`src/rtl/tt3_pkg.sv`:
```
// tt3_pkg: shared constants and state type for the tt3 truth-table sweeper.
// Holds vector count, index/counter widths, FSM encodings and a range helper.
package tt3_pkg;

  localparam int TT3_NVEC  = 8;
  localparam int TT3_IDX_W = 3;
  localparam int TT3_CNT_W = 4;

  localparam logic [1:0] ST_IDLE  = 2'd0;
  localparam logic [1:0] ST_DRIVE = 2'd1;
  localparam logic [1:0] ST_DONE  = 2'd2;

  typedef enum logic [1:0] {
    IDLE  = ST_IDLE,
    DRIVE = ST_DRIVE,
    DONE  = ST_DONE
  } tt3_state_t;

  function automatic bit tt3_settle_ok(input int s);
    return (s >= 1) && (s < (1 << TT3_CNT_W));
  endfunction

endpackage

```
`src/rtl/tt3_settle_cnt.sv`:
```
// tt3_settle_cnt: per-vector settle counter, counts 0..SETTLE-1 and wraps.
// Ports: clk, reset (async high), clr, en -> tc (count at SETTLE-1).
module tt3_settle_cnt
  import tt3_pkg::*;
#(
  parameter int SETTLE = 1
) (
  input  logic clk,
  input  logic reset,
  input  logic clr,
  input  logic en,
  output logic tc
);

  localparam logic [TT3_CNT_W-1:0] LAST =
    TT3_CNT_W'(SETTLE - 1);
  localparam logic [TT3_CNT_W-1:0] ONE =
    TT3_CNT_W'(1);

  logic [TT3_CNT_W-1:0] cnt;

  assign tc = (cnt == LAST);

  always_ff @(posedge clk or posedge reset) begin
    if (reset) begin
      cnt <= '0;
    end else if (clr) begin
      cnt <= '0;
    end else if (en) begin
      cnt <= tc ? '0 : cnt + ONE;
    end
  end

endmodule

```
`src/rtl/tt3_sweep_ctrl.sv`:
```
// tt3_sweep_ctrl: drives a/b/c through 0..7, samples y after SETTLE cycles,
// builds table_out. Ports: clk, reset, start, abort, exp_table, y in;
// a, b, c, busy, done, table_out, mismatch, err_mask out.
// Compare path (exp_table, err_mask, mismatch) needs TT3_COMPARE_EN.
module tt3_sweep_ctrl
  import tt3_pkg::*;
#(
  parameter int SETTLE = 1
) (
  input  logic       clk,
  input  logic       reset,
  input  logic       start,
  input  logic       abort,
  input  logic [7:0] exp_table,
  output logic       a,
  output logic       b,
  output logic       c,
  input  logic       y,
  output logic       busy,
  output logic       done,
  output logic [7:0] table_out,
  output logic       mismatch,
  output logic [7:0] err_mask
);

  localparam bit SETTLE_OK = tt3_settle_ok(SETTLE);

  localparam logic [TT3_IDX_W-1:0] IDX_LAST =
    TT3_IDX_W'(TT3_NVEC - 1);
  localparam logic [TT3_IDX_W-1:0] IDX_ONE =
    TT3_IDX_W'(1);

  tt3_state_t state_q;
  logic [TT3_IDX_W-1:0] idx_q;
  logic [TT3_NVEC-1:0]  shadow_q;
  logic [TT3_NVEC-1:0]  table_q;

  logic st_idle;
  logic st_drive;
  logic st_done;
  logic start_ok;
  logic abort_ok;
  logic cnt_clr;
  logic cnt_en;
  logic tc;

  assign st_idle  = (state_q == IDLE);
  assign st_drive = (state_q == DRIVE);
  assign st_done  = (state_q == DONE);

  assign start_ok = st_idle & start;
  assign abort_ok = st_drive & abort;

  assign cnt_clr = start_ok | abort_ok;
  assign cnt_en  = st_drive & ~abort;

  tt3_settle_cnt #(
    .SETTLE(SETTLE_OK ? SETTLE : 1)
  ) u_cnt (
    .clk  (clk),
    .reset(reset),
    .clr  (cnt_clr),
    .en   (cnt_en),
    .tc   (tc)
  );

  // idx_q is forced to 0 outside DRIVE so a/b/c read 0 in IDLE and DONE
  always_ff @(posedge clk or posedge reset) begin
    if (reset) begin
      state_q  <= IDLE;
      idx_q    <= '0;
      shadow_q <= '0;
      table_q  <= '0;
    end else begin
      unique case (1'b1)
        st_idle: begin
          if (start) begin
            state_q  <= DRIVE;
            idx_q    <= '0;
            shadow_q <= '0;
          end
        end
        st_drive: begin
          if (abort) begin
            state_q <= IDLE;
            idx_q   <= '0;
          end else if (tc) begin
            shadow_q[idx_q] <= y;
            if (idx_q == IDX_LAST) begin
              state_q <= DONE;
              idx_q   <= '0;
            end else begin
              idx_q <= idx_q + IDX_ONE;
            end
          end
        end
        st_done: begin
          table_q <= shadow_q;
          state_q <= IDLE;
        end
        default: begin
          state_q <= IDLE;
          idx_q   <= '0;
        end
      endcase
    end
  end

`ifdef TT3_COMPARE_EN
  logic [7:0] exp_q;
  logic [7:0] err_q;

  // err_mask uses the table captured with start, not the live input
  always_ff @(posedge clk or posedge reset) begin
    if (reset) begin
      exp_q <= '0;
      err_q <= '0;
    end else begin
      if (start_ok) exp_q <= exp_table;
      if (st_done)  err_q <= shadow_q ^ exp_q;
    end
  end

  assign err_mask = err_q;
  assign mismatch = |err_q;
`else
  logic unused_exp;

  assign unused_exp = ^exp_table;
  assign err_mask   = '0;
  assign mismatch   = 1'b0;
`endif

  assign a = idx_q[2];
  assign b = idx_q[1];
  assign c = idx_q[0];

  assign busy      = ~st_idle;
  assign done      = st_done;
  assign table_out = table_q;

endmodule

```
`config.mk`:
```
export PLATFORM = sky130hd
export DESIGN_NAME = tt3_sweep_ctrl
export DESIGN_NICKNAME = d
export VERILOG_FILES = /design/src/rtl/tt3_pkg.sv /design/src/rtl/tt3_settle_cnt.sv /design/src/rtl/tt3_sweep_ctrl.sv
export SDC_FILE = /design/constraint.sdc
export NUM_CORES = 1
export LEC_CHECK = 0
export CAP_MARGIN = 20
export CORE_ASPECT_RATIO = 1.4
export CORE_MARGIN = 2
export CORE_UTILIZATION = 30
export CTS_CLUSTER_DIAMETER = 30
export DETAILED_ROUTE_END_ITERATION = 8
export GPL_TIMING_DRIVEN = 1
export SLEW_MARGIN = 20
export SYNTH_ARGS = -nofsm -noshare
export SYNTH_HDL_FRONTEND = slang
export SYNTH_SLANG_ARGS = --single-unit
```
`constraint.sdc`:
```
create_clock -name clk -period 2.44 [get_ports clk]
set_input_delay 0.488 -clock clk [delete_from_list [all_inputs] [get_ports clk]]
set_output_delay 0.488 -clock clk [all_outputs]
set_load 0.1 [all_outputs]
```
# ---- Word level (Yosys, flattened, before mapping)
# Index checks and enable logic that the tools add are counted.
dict set report totals {
  ff_bits 25
  input_bits 13
  out_inout_bits 22
  wordCells 52
}
dict set report op_classes {
  add_sub_neg 2
  n_lt_le_gt_ge 2
  n_eq_ne 8
  mux 20
  n_bitwise 7
  reduce_logical 8
}
# operator count
set op_table {}
lappend op_table {{$mux 8} 3}
lappend op_table {{$pmux 8 s2} 1}
lappend op_table {{$mux 3} 4}
lappend op_table {{$mux 4} 3}
lappend op_table {{$pmux 3 s3} 1}
lappend op_table {{$bwmux 8} 1}
lappend op_table {{$mux 2} 4}
lappend op_table {{$ne 3x2->1 const B} 2}
lappend op_table {{$reduce_and 3->1} 2}
lappend op_table {{$add 4x1->4 const B} 1}
lappend op_table {{$logic_not 4->1} 1}
lappend op_table {{$lt 3x4->1 const B} 1}
lappend op_table {{$ne 2x2->1 const B} 2}
lappend op_table {{$pmux 2 s2} 1}
lappend op_table {{$reduce_and 4->1} 1}
lappend op_table {{$reduce_bool 2->1} 2}
lappend op_table {{$add 3x1->3 const B} 1}
lappend op_table {{$and 1x1->1} 3}
lappend op_table {{$demux 1 s3} 1}
lappend op_table {{$eq 3x3->1 const B} 1}
lappend op_table {{$ge 3x1->1 const B} 1}
lappend op_table {{$not 1->1} 3}
lappend op_table {{$eq 2x1->1 const B} 1}
lappend op_table {{$eq 2x2->1 const B} 1}
lappend op_table {{other kinds (5)} 5}

# ---- Logic depth before layout (Yosys ltp)
# Gate-level depths: netlist (run 1).
dict set report depth {
  word_depth 8
  ltp_mapped 6
  mapped_depth_nobuf 5
}

# ---- Cells and area by module
# From an unflattened synthesis (run 1), not the netlist that was laid out.
dict set report hier_totals {
  hier_cells 125
  area_unflattened_um2 1393.8
}
# module n_inst cells_per_inst area_per_inst_um2 seq_area_each_um2
set by_module_without_submodules {}
lappend by_module_without_submodules {tt3_sweep_ctrl 1 101 1149.9 525.5}
lappend by_module_without_submodules {tt3_settle_cnt 1 24 244.0 100.1}

# ---- Worst setup path before layout (run 1)
# Ideal clock, no wire load.
dict set report synth_path {
  path_kind {register -> register}
  from {register idx_q[2]}
  to {register shadow_q[4]}
  setup_time_ps 138
  arrival_ps 1710
  required_ps 2302
  slack_ps 591
  stages_incl_launch_ff 5
  n_path_buf 1
  period_less_slack_ps 1849
  cell_sequence {dfrtp_1 clkbuf_1 inv_1 o311ai_0 nand3_1}
}
dict set report synth_via {
  elab_chain_cells 8
  word_cells_on_any_way 9
  cone_classes {order compare: 2; mux: 6; reduce/logical: 1}
}
# item line_no
set synth_lines {}
lappend synth_lines {{from (decl)} tt3_sweep_ctrl.sv:34} ;# logic [TT3_IDX_W-1:0] idx_q;
lappend synth_lines {{from (signal assigned)} tt3_sweep_ctrl.sv:93} ;# idx_q <= idx_q + IDX_ONE;
lappend synth_lines {{$lt 3x4->1 (implied by the code) / $ge 3x1->1 (equally long branches)} tt3_sweep_ctrl.sv:88} ;# shadow_q[idx_q] <= y;
lappend synth_lines {{$logic_and 1x1->1 (implied by the code)} tt3_sweep_ctrl.sv:88}
lappend synth_lines {{$mux 1 (implied by the code)} tt3_sweep_ctrl.sv:88}
lappend synth_lines {{$demux 1 s3 *} tt3_sweep_ctrl.sv:88}
lappend synth_lines {{$bwmux 8 *} tt3_sweep_ctrl.sv:88}
lappend synth_lines {{$mux 8 *} tt3_sweep_ctrl.sv:87} ;# end else if (tc) begin
lappend synth_lines {{$mux 8 *} tt3_sweep_ctrl.sv:84} ;# if (abort) begin
lappend synth_lines {{$pmux 8 s2 *} tt3_sweep_ctrl.sv:75} ;# unique case (1'b1)
lappend synth_lines {{to (signal, indexed assignment)} tt3_sweep_ctrl.sv:88}
lappend synth_lines {{to (decl)} tt3_sweep_ctrl.sv:35} ;# logic [TT3_NVEC-1:0] shadow_q;
# Every way passes the cells marked *; elsewhere a longest branch is shown, timed or not. The select of a mux whose other input is x is not followed.
# A chain may end at the register's enable or synchronous reset.

# ---- Worst setup path in the final report (run 1)
dict set report layout_path {
  from {register state_q[0]}
  to {output port busy}
}
dict set report layout_via {
  elab_chain_cells 2
}
# item line_no
set layout_lines {}
lappend layout_lines {{from (decl)} tt3_sweep_ctrl.sv:33} ;# tt3_state_t state_q;
lappend layout_lines {{from (signal assigned)} tt3_sweep_ctrl.sv:70} ;# state_q <= IDLE;
lappend layout_lines {{from (signal assigned)} tt3_sweep_ctrl.sv:78} ;# state_q <= DRIVE;
lappend layout_lines {{from (signal assigned)} tt3_sweep_ctrl.sv:85} ;# state_q <= IDLE;
lappend layout_lines {{$logic_not 2->1} tt3_sweep_ctrl.sv:47} ;# assign st_idle = (state_q == IDLE);
lappend layout_lines {{$not 1->1} tt3_sweep_ctrl.sv:138} ;# assign busy = ~st_idle;
lappend layout_lines {{to (decl)} tt3_sweep_ctrl.sv:19} ;# output logic busy,
# No other way between the ends.

==> flow_metrics.py, run 1 <==
metrics = {
    "run_status": {
        "status": "finished, final reports clean",
    },
    "place": {
        "portBuffers": 17,
        "place.gp.congestion": 0.775,
        "dp_hpwl_um": 2210,
        "place_inst": 209,
        "dpl_worst_slack_ps": 447,
    },
    "sta": {
        "timing.final.ws_setup_ps": 503,
        "hold_viol": 0,
        "fin_crit_sh_pct": 79.4,
        "worst_pin_slew_ps": 522,
        "finClkSkew_ps": 7.28,
        "rsz0062_at_grt": "no",
        "setup_tns_ps": 0,
        "setup_viol": 0,
        "fmax_mhz": 516,
        "hold-worst-slack_ps": 512,
        "fin_crit_ps": 1940,
        "drv_slew": 0,
        "slew_headroom_pct": 65.2,
    },
    "min_path": {
        "hold_path.class": "reg -> reg",
    },
    "grt": {
        "grt_usage_pct": 11.7,
        "grt_antenna_before_repair": 0,
        "grt_pass1_vias": 1105,
        "grt_overflow": 0,
        "grt_pass1_wl_um": 5180,
        "grt_start_max_net_pins": 26,
    },
    "yosys": {
        "synth_ff_type": "dfrtp_1",
        "synth_seq_area_share_pct": 42.0,
        "synthTopCellsByCount": "dfrtp_1, nand3_1, buf_4",
        "yosys.area.top_type": "dfrtp_1",
        "ys_ff_latch": 25,
        "yosysWarnings": 0,
        "synth_top_area_share_pct": 42.0,
        "syn_avg_cell_area_um2": 11.0,
        "synth-edff-count": 0,
        "syn_inst": 135,
        "async_flop_share_pct": 100,
        "synthesis.area_um2": 1490,
        "yosysMostFrequentCell": "dfrtp_1",
        "yosysUniqueCellTypes": 41,
        "synth.area.top_cells": "dfrtp_1, o211ai_2, mux2_2",
    },
    "setup_path": {
        "setup.worst_path.end_class": "output pin",
        "cp_slowest_stage_delay_ps": 580,
        "start_kind": "flop",
        "cp_slowest_cell": "dfrtp_1",
        "cp_max_fo": 19,
        "arrival_ps": 1450,
        "critPathKind": "reg -> out",
        "crit_chain": "or2_2 > buf_4",
        "critical_path_required_ps": 1950,
    },
    "route": {
        "wl_per_cell_um": 14.2,
        "vias_per_cell": 5.07,
        "wl_um": 3030,
        "drc": 0,
        "first_pass_iters": 4,
        "vias": 1080,
        "drt-initial-drc-count": 54,
        "ant_nets": 0,
    },
    "floorplanning": {
        "die_y_um": 87.4,
        "dieWidth_um": 63.6,
        "row_count": 30,
        "core_area_um2": 4800,
        "dieArea_um2": 5550,
        "io_pins": 35,
        "floorplan.initialDensity_pct": 31.0,
    },
    "clock_network": {
        "cts_setup_buffers": 0,
        "cts_max_level": 1,
        "cts_buffers": 3,
        "cts_tree": "yes",
        "path_clk_slew_ps": 90,
        "cts_sinks": 25,
        "clock_path_buffers": 2,
        "clock_latency_ps": 270,
        "post_cts_resized": 0,
        "hold_buffers": 0,
        "cts-root-buf": "clkbuf_8",
    },
    "finish": {
        "fin_nets": 167,
        "antenna_cells": 0,
        "utilization_pct": 35.1,
        "drive_gt1_share_pct": 30.2,
        "syn2layout_area_growth_pct": 13.2,
        "fill_cells": 516,
        "instances_no_fill": 213,
    },
    "flow_run": {
        "maxCapViolations": 0,
    },
    "power_and_ir_drop": {
        "p_per_area_nw_per_um2": 689,
        "leakage_nw": 0.783,
        "ir_worst_vdd_mv": 0.175,
    },
}
-- power breakdown --
part           switching [W]  total [W]  internal [W]
registers          0.0000901   0.000570      0.000479
clock network       0.000129   0.000246      0.000117
logic               0.000240   0.000348      0.000107
total               0.000459    0.00116      0.000703
-- logic make-up (layout without fill, tap and decap cells) --
| family | count (synthesis) | after routing | share of synthesized area [%] |
|---|---|---|---|
| and+or+nand+nor | 42 | 42 | 18.7 |
| AOI/OAI and AO/OA | 29 | 29 | 18.1 |
| DFF | 25 | 25 | 42.0 |
| buffers and inverters | 25 | 31 | 10.8 |
| muxes | 9 | 9 | 6.72 |
| adders and majority gates | 4 | 4 | 3.36 |
| other | 1 | 9 | 0.252 |
-- metrics by stage --
| step | total power [W] | instance area, um2 |
|---|---|---|
| 2_1_floorplan | 0.000865 | 1520 |
| 3_3_place_gp | 0.000914 | 1640 |
| 3_5_place_dp | 0.000928 | 1640 |
| 4_1_cts | 0.00117 | 1690 |
| 5_1_grt | 0.00123 | 1690 |
| 6_report | 0.00116 | 1690 |
-- state kept, by name (all words and copies together) (netlist names) --
signal and flops:
shadow_q 8, table_out 8, u_cnt.cnt 4, idx_q 3, state_q 2
-- critical path: cells and delay by family (launching register included) --
kind,cells,cell delay (ps)
buffers and inverters,1,230
DFF,1,580
and+or+nand+nor,1,360
-- layout make-up --
class	count	area, um2	share of cell area [%]
multi-input combinational	93	733	43.5
timing repair buffer	21	180	10.7
clock buffer	4	45.0	2.67
tap	64	80.1	4.75
inverter	6	22.5	1.34
sequential	25	626	37.1
-- routing by layer --
metal	vias up	wire, um	GRT usage [%]
met2	32	1590	21.0
li1	509	-	-
met5	-	0	0
met3	2	137	1.94
met4	0	19	3.95
met1	537	1280	14.0
-- cells in the final DEF, fill, tap and decap left out, drive strengths merged, types with 3 or more instances in the layout --
cell and instances:
o211ai 11, buf 17, nand3 17, clkdlybuf4s50 4
ha 4, dfrtp 25, or3b 3, inv 6
nor2 4, o31ai 3, o311ai 6, clkbuf 4
nand2 3, conb 9, mux2 8
-- final timing paths --
check	from	to	slack (ps)	depth (start not counted)
max in group asynchronous	reset	shadow_q[5]$_DFFE_PP0P_	1620	3
max	state_q[0]$_DFFE_PP0P_	busy	500	2
max reg2reg	state_q[0]$_DFFE_PP0P_	idx_q[0]$_DFFE_PP0P_	760	3
min in group asynchronous	reset	table_out[3]$_DFFE_PP0P_	570	3
min reg2reg	table_out[7]$_DFFE_PP0P_	table_out[7]$_DFFE_PP0P_	510	1
min	table_out[7]$_DFFE_PP0P_	table_out[7]$_DFFE_PP0P_	510	1
Note: power is estimated with default switching activity, not from simulation.
==> run 2, diff against run 1 <==
==> constraint.sdc (replaced) <==
create_clock -name clk -period 1.75 [get_ports clk]
set_input_delay 0.35 -clock clk [delete_from_list [all_inputs] [get_ports clk]]
set_output_delay 0.35 -clock clk [all_outputs]
set_load 0.1 [all_outputs]
==> run 2 against run 1 <==
Worst hold slack got worse by 87 ps. Critical path depth increased by 1. Routed wire length increased by 1.6%. Die area unchanged. Via count increased by 2.3%. Sequential cell count unchanged. Sequential share of layout area decreased by 3.6 points. Combinational power increased by 60%. Count of clock-buffer cells in the layout decreased by 1. Total power increased by 46%. Highest routed layer unchanged.
==> flow_metrics.py, run 2 (same netlist as run 1, synthesis figures left out) <==
metrics = {
    "sta": {
        "fmax_mhz": 590,
        "setup_tns_ps": 0,
        "timing.final.ws_setup_ps": 54.1,
        "drv_slew": 0,
        "fin_crit_ps": 1700,
        "fin_crit_sh_pct": 96.9,
        "hold_viol": 0,
        "rsz0062_at_grt": "no",
        "finClkSkew_ps": 5.20,
        "setup_viol": 0,
    },
    "clock_network": {
        "cts_max_level": 1,
        "cts-root-buf": "clkbuf_8",
        "cts_sinks": 25,
        "cts_tree": "yes",
        "hold_buffers": 0,
        "clock_latency_ps": 270,
        "path_clk_slew_ps": 90,
        "clock_path_buffers": 2,
        "cts_buffers": 3,
    },
    "setup_path": {
        "start_kind": "flop",
        "setup.worst_path.end_class": "output pin",
        "startpoint": "state_q[0]$_DFFE_PP0P_",
        "r2r-start": "u_cnt.cnt[0]$_DFFE_PP0P_",
        "critical_path_required_ps": 1400,
        "cp_max_fo": 9,
        "critPathKind": "reg -> out",
        "arrival_ps": 1350,
    },
    "min_path": {
        "hold_path.class": "in -> async",
    },
    "route": {
        "drt-initial-drc-count": 35,
        "vias_per_cell": 5.07,
        "first_pass_iters": 4,
        "wl_per_cell_um": 14.1,
        "wl_um": 3070,
        "vias": 1105,
        "ant_nets": 0,
        "drc": 0,
    },
    "finish": {
        "final_common_cell": "dfrtp_1",
        "fill_cells": 487,
        "drive_gt1_share_pct": 35.7,
        "syn2layout_area_growth_pct": 26.2,
        "antenna_cells": 0,
        "fin_nets": 172,
        "final_cell_mix": "dfrtp_1, nand3_1, buf_12, conb_1, buf_4",
    },
    "place": {
        "dpl_worst_slack_ps": -27.9,
        "dp_hpwl_um": 2330,
        "place.gp.congestion": 0.744,
        "portBuffers": 17,
    },
    "flow_run": {
        "maxCapViolations": 0,
    },
    "grt": {
        "grt_usage_pct": 12.2,
        "grt_overflow": 0,
        "grt_pass1_wl_um": 5290,
        "grt_pass1_vias": 1099,
        "grt_start_max_net_pins": 26,
        "grt_antenna_before_repair": 0,
    },
    "power_and_ir_drop": {
        "ir_worst_vdd_mv": 0.330,
        "leakage_nw": 0.840,
        "p_per_area_nw_per_um2": 900,
    },
    "floorplanning": {
        "floorplan.initialDensity_pct": 31.0,
        "die_y_um": 87.4,
        "io_pins": 35,
        "core_area_um2": 4800,
        "row_count": 30,
        "dieArea_um2": 5550,
        "dieWidth_um": 63.6,
    },
    "run_status": {
        "status": "finished, final reports clean",
    },
}
-- run 2: cell types whose count changed in the layout (fill, tap and decap cells not counted), sizes merged --
cell,before,now
clkinv,0,1
clkbuf,4,3
buf,17,22
-- run 2: stage by stage --
step | instances | total power (W) | area [um2] | utilization (%) | hold WS, ps
after CTS | 218 | 0.00171 | 1880 | 39.1 | 439
after global routing | 218 | 0.00178 | 1880 | 39.1 | 475
after detailed placement | 213 | 0.00136 | 1830 | 38.0 | 538
after global placement | 213 | 0.00133 | 1830 | 38.0 | 528
final | 218 | 0.00169 | 1880 | 39.1 | 425
after floorplan | 143 | 0.00121 | 1520 | - | 377
-- run 2: metal layers --
| layer | wire [um] | track usage [%] |
|---|---|---|
| met4 | 53 | 5.34 |
| met1 | 1240 | 14.0 |
| met5 | 0 | 0 |
| met2 | 1650 | 22.3 |
| met3 | 127 | 2.07 |
-- run 2: worst paths after layout --
| check | endpoint | slack [ps] | depth (start not counted) |
|---|---|---|---|
| max | busy | 50 | 3 |
| min | table_out[4]$_DFFE_PP0P_ | 430 | 3 |
| max reg2reg | idx_q[1]$_DFFE_PP0P_ | 150 | 5 |
| min reg2reg | shadow_q[2]$_DFFE_PP0P_ | 550 | 2 |
| max in group asynchronous | idx_q[1]$_DFFE_PP0P_ | 1050 | 3 |
| min in group clk | shadow_q[2]$_DFFE_PP0P_ | 550 | 2 |
-- run 2: cell type report --
cell class,instances,area (um2),share of cell area (%)
Multi-Input combinational cell,93,733,39.0
Sequential cell,25,631,33.5
Timing Repair Buffer,26,368,19.6
Tap cell,64,80.1,4.26
Clock buffer,3,41.3,2.20
Inverter,6,22.5,1.20
Clock inverter,1,5.00,0.266
-- run 2: power by group --
group | internal [W] | switching [W]
logic | 0.000199 | 0.000358
clock network | 0.000159 | 0.000185
registers | 0.000672 | 0.000119
total | 0.00103 | 0.000663
-- run 2: critical path, cell delays in order (launching register included) --
cell     delay [ps]
dfrtp_2         430
buf_4           170
or2_2           300
buf_12          170
-- run 2: repair_timing --
action,CTS,global route
gates resized for setup,1,0
setup endpoints to repair,1,0
setup buffers,1,0
endpoints found under the hold margin,0,0
==> run 3, diff against run 2 <==
--- a/config.mk
+++ b/config.mk
@@ -7,11 +7,13 @@
 export LEC_CHECK = 0
 export CAP_MARGIN = 20
 export CORE_ASPECT_RATIO = 1.4
-export CORE_MARGIN = 2
+export CORE_MARGIN = 4
 export CORE_UTILIZATION = 30
 export CTS_CLUSTER_DIAMETER = 30
 export DETAILED_ROUTE_END_ITERATION = 8
+export DONT_BUFFER_PORTS = 1
 export GPL_TIMING_DRIVEN = 1
+export PLACE_DENSITY = 0.48
 export SLEW_MARGIN = 20
 export SYNTH_ARGS = -nofsm -noshare
 export SYNTH_HDL_FRONTEND = slang
==> run 3 against run 2 <==
Sequential cell count stayed put. Highest routed layer unchanged. First-iteration DRC count fell by 29%. Largest power group unchanged. Critical path depth unchanged. Cell count down 4.6%. Worst hold slack lost 180 ps. Count of clock-buffer cells in the layout unchanged. Critical path type unchanged. Global-route usage down 0.90 points.
==> flow_metrics.py, run 3 (same netlist as run 1, synthesis figures left out) <==
metrics = {
    "route": {
        "first_pass_iters": 4,
        "drc": 0,
        "drt-initial-drc-count": 25,
        "vias_per_cell": 5.00,
        "vias": 1040,
        "wl_um": 3140,
        "wl_per_cell_um": 15.1,
        "ant_nets": 0,
    },
    "sta": {
        "hold-worst-slack_ps": 246,
        "hold_viol": 0,
        "worst_pin_slew_ps": 897,
        "fmax_mhz": 596,
        "finClkSkew_ps": 12.3,
        "setup_viol": 0,
        "drv_slew": 0,
        "rsz0062_at_grt": "no",
        "timing.final.ws_setup_ps": 70.9,
        "setup_tns_ps": 0,
        "fin_crit_sh_pct": 95.9,
        "fin_crit_ps": 1680,
        "slew_headroom_pct": 40.2,
    },
    "floorplanning": {
        "die_y_um": 91.4,
        "floorplan.initialDensity_pct": 30.8,
        "dieWidth_um": 67.6,
        "row_count": 30,
        "dieArea_um2": 6170,
        "io_pins": 35,
        "core_area_um2": 4840,
    },
    "setup_path": {
        "rrSetupSlack_ps": 180,
        "start_kind": "flop",
        "critical_path_required_ps": 1400,
        "r2r-start": "u_cnt.cnt[0]$_DFFE_PP0P_",
        "setup.worst_path.end_class": "output pin",
        "reg2reg_depth": 5,
        "reg2reg_to": "idx_q[2]$_DFFE_PP0P_",
        "cp_max_fo": 6,
        "critPathKind": "reg -> out",
        "arrival_ps": 1330,
    },
    "grt": {
        "grt_start_max_net_pins": 24,
        "grt_usage_pct": 11.3,
        "grt_overflow": 0,
        "grt_pass1_vias": 1153,
        "grt_antenna_before_repair": 0,
        "grt_pass1_wl_um": 5470,
    },
    "finish": {
        "final_common_cell": "dfrtp_1",
        "fill_cells": 483,
        "syn2layout_area_growth_pct": 12.0,
        "final_cell_mix": "dfrtp_1, nand3_1, buf_4, conb_1",
        "antenna_cells": 0,
        "utilization_pct": 34.5,
        "fin_nets": 162,
        "drive_gt1_share_pct": 35.4,
    },
    "clock_network": {
        "cts_buffers": 3,
        "clock_path_buffers": 2,
        "cts_sinks": 25,
        "cts_max_level": 1,
        "cts-root-buf": "clkbuf_8",
        "clock_latency_ps": 270,
        "cts_tree": "yes",
        "path_clk_slew_ps": 90,
    },
    "power_and_ir_drop": {
        "p_per_area_nw_per_um2": 976,
        "finalPower_w": 0.00163,
        "leakage_nw": 0.759,
        "ir_worst_vdd_mv": 0.344,
    },
    "place": {
        "place.gp.congestion": 0.781,
        "dpl_worst_slack_ps": 118,
        "portBuffers": 0,
        "dp_hpwl_um": 2390,
    },
    "min_path": {
        "hold_path_depth": 2,
        "worstHoldEndpoint": "state_q[0]$_DFFE_PP0P_",
        "hold_start": "start",
        "hold_path.class": "in -> reg",
    },
    "flow_run": {
        "maxCapViolations": 0,
    },
    "run_status": {
        "status": "finished, final reports clean",
    },
}
==> run 3: changes by cell type in the layout (fill, tap and decap cells not counted), sizes merged <==
cell and delta:
buf -7, clkdlybuf4s50 -4, dlygate4sd3 +1
==> run 3: how the worst max path moves through the flow <==
stage                                         from                       end  slack [ps]  depth (start not counted)
after floorplan             state_q[0]$_DFFE_PP0P_  table_out[0]$_DFFE_PP0P_          90                          4
after global placement      state_q[0]$_DFFE_PP0P_  table_out[6]$_DFFE_PP0P_         180                          3
after detailed placement  u_cnt.cnt[0]$_DFFE_PP0P_      idx_q[2]$_DFFE_PP0P_         120                          5
after CTS                   state_q[0]$_DFFE_PP0P_                      done          30                          2
after global routing        state_q[1]$_DFFE_PP0P_                      busy          30                          3
final                       state_q[1]$_DFFE_PP0P_                      busy          70                          3
==> run 3: critical path, cell delays in order, from the launching register on <==
cell	delay (ps)
dfrtp_2	420
buf_4	150
or2_2	320
buf_12	170
==> run 3: cell type report <==
cell class              count  area, um2  share of cell area, %
clock buffers               3       41.3                   2.47
multi-input cells          93        741                   44.4
inverters                   6       22.5                   1.35
repair buffers             16        148                   8.85
flip-flops and latches     25        632                   37.9
well taps                  64       80.1                   4.80
clock inverters             1       5.00                  0.300
==> run 3: where the power goes <==
| group | internal [W] | switching, W |
|---|---|---|
| combinational | 0.000158 | 0.000341 |
| sequential | 0.000672 | 0.000121 |
| clock | 0.000159 | 0.000178 |
==> run 3: routing by layer <==
layer / global-route usage, % / wire [um] / vias up
met5: 0 / 0 / -
met4: 4.06 / 19 / 0
met3: 2.23 / 135 / 2
met2: 18.8 / 1610 / 14
met1: 14.2 / 1380 / 521
li1: - / - / 503
==> run 3: timing repair <==
item / in CTS / in global routing
setup buffers: 1 / 0
setup endpoints to repair: 2 / 2
endpoints found under the hold margin: 2 / 0
hold buffers: 1 / 0
gates resized for setup: 2 / 3
==> run 3: through the flow <==
step | instances | cell area (um2)
floorplan | 143 | 1520
global placement | 202 | 1600
detailed placement | 202 | 1600
CTS | 208 | 1660
global route | 208 | 1670
finish | 208 | 1670
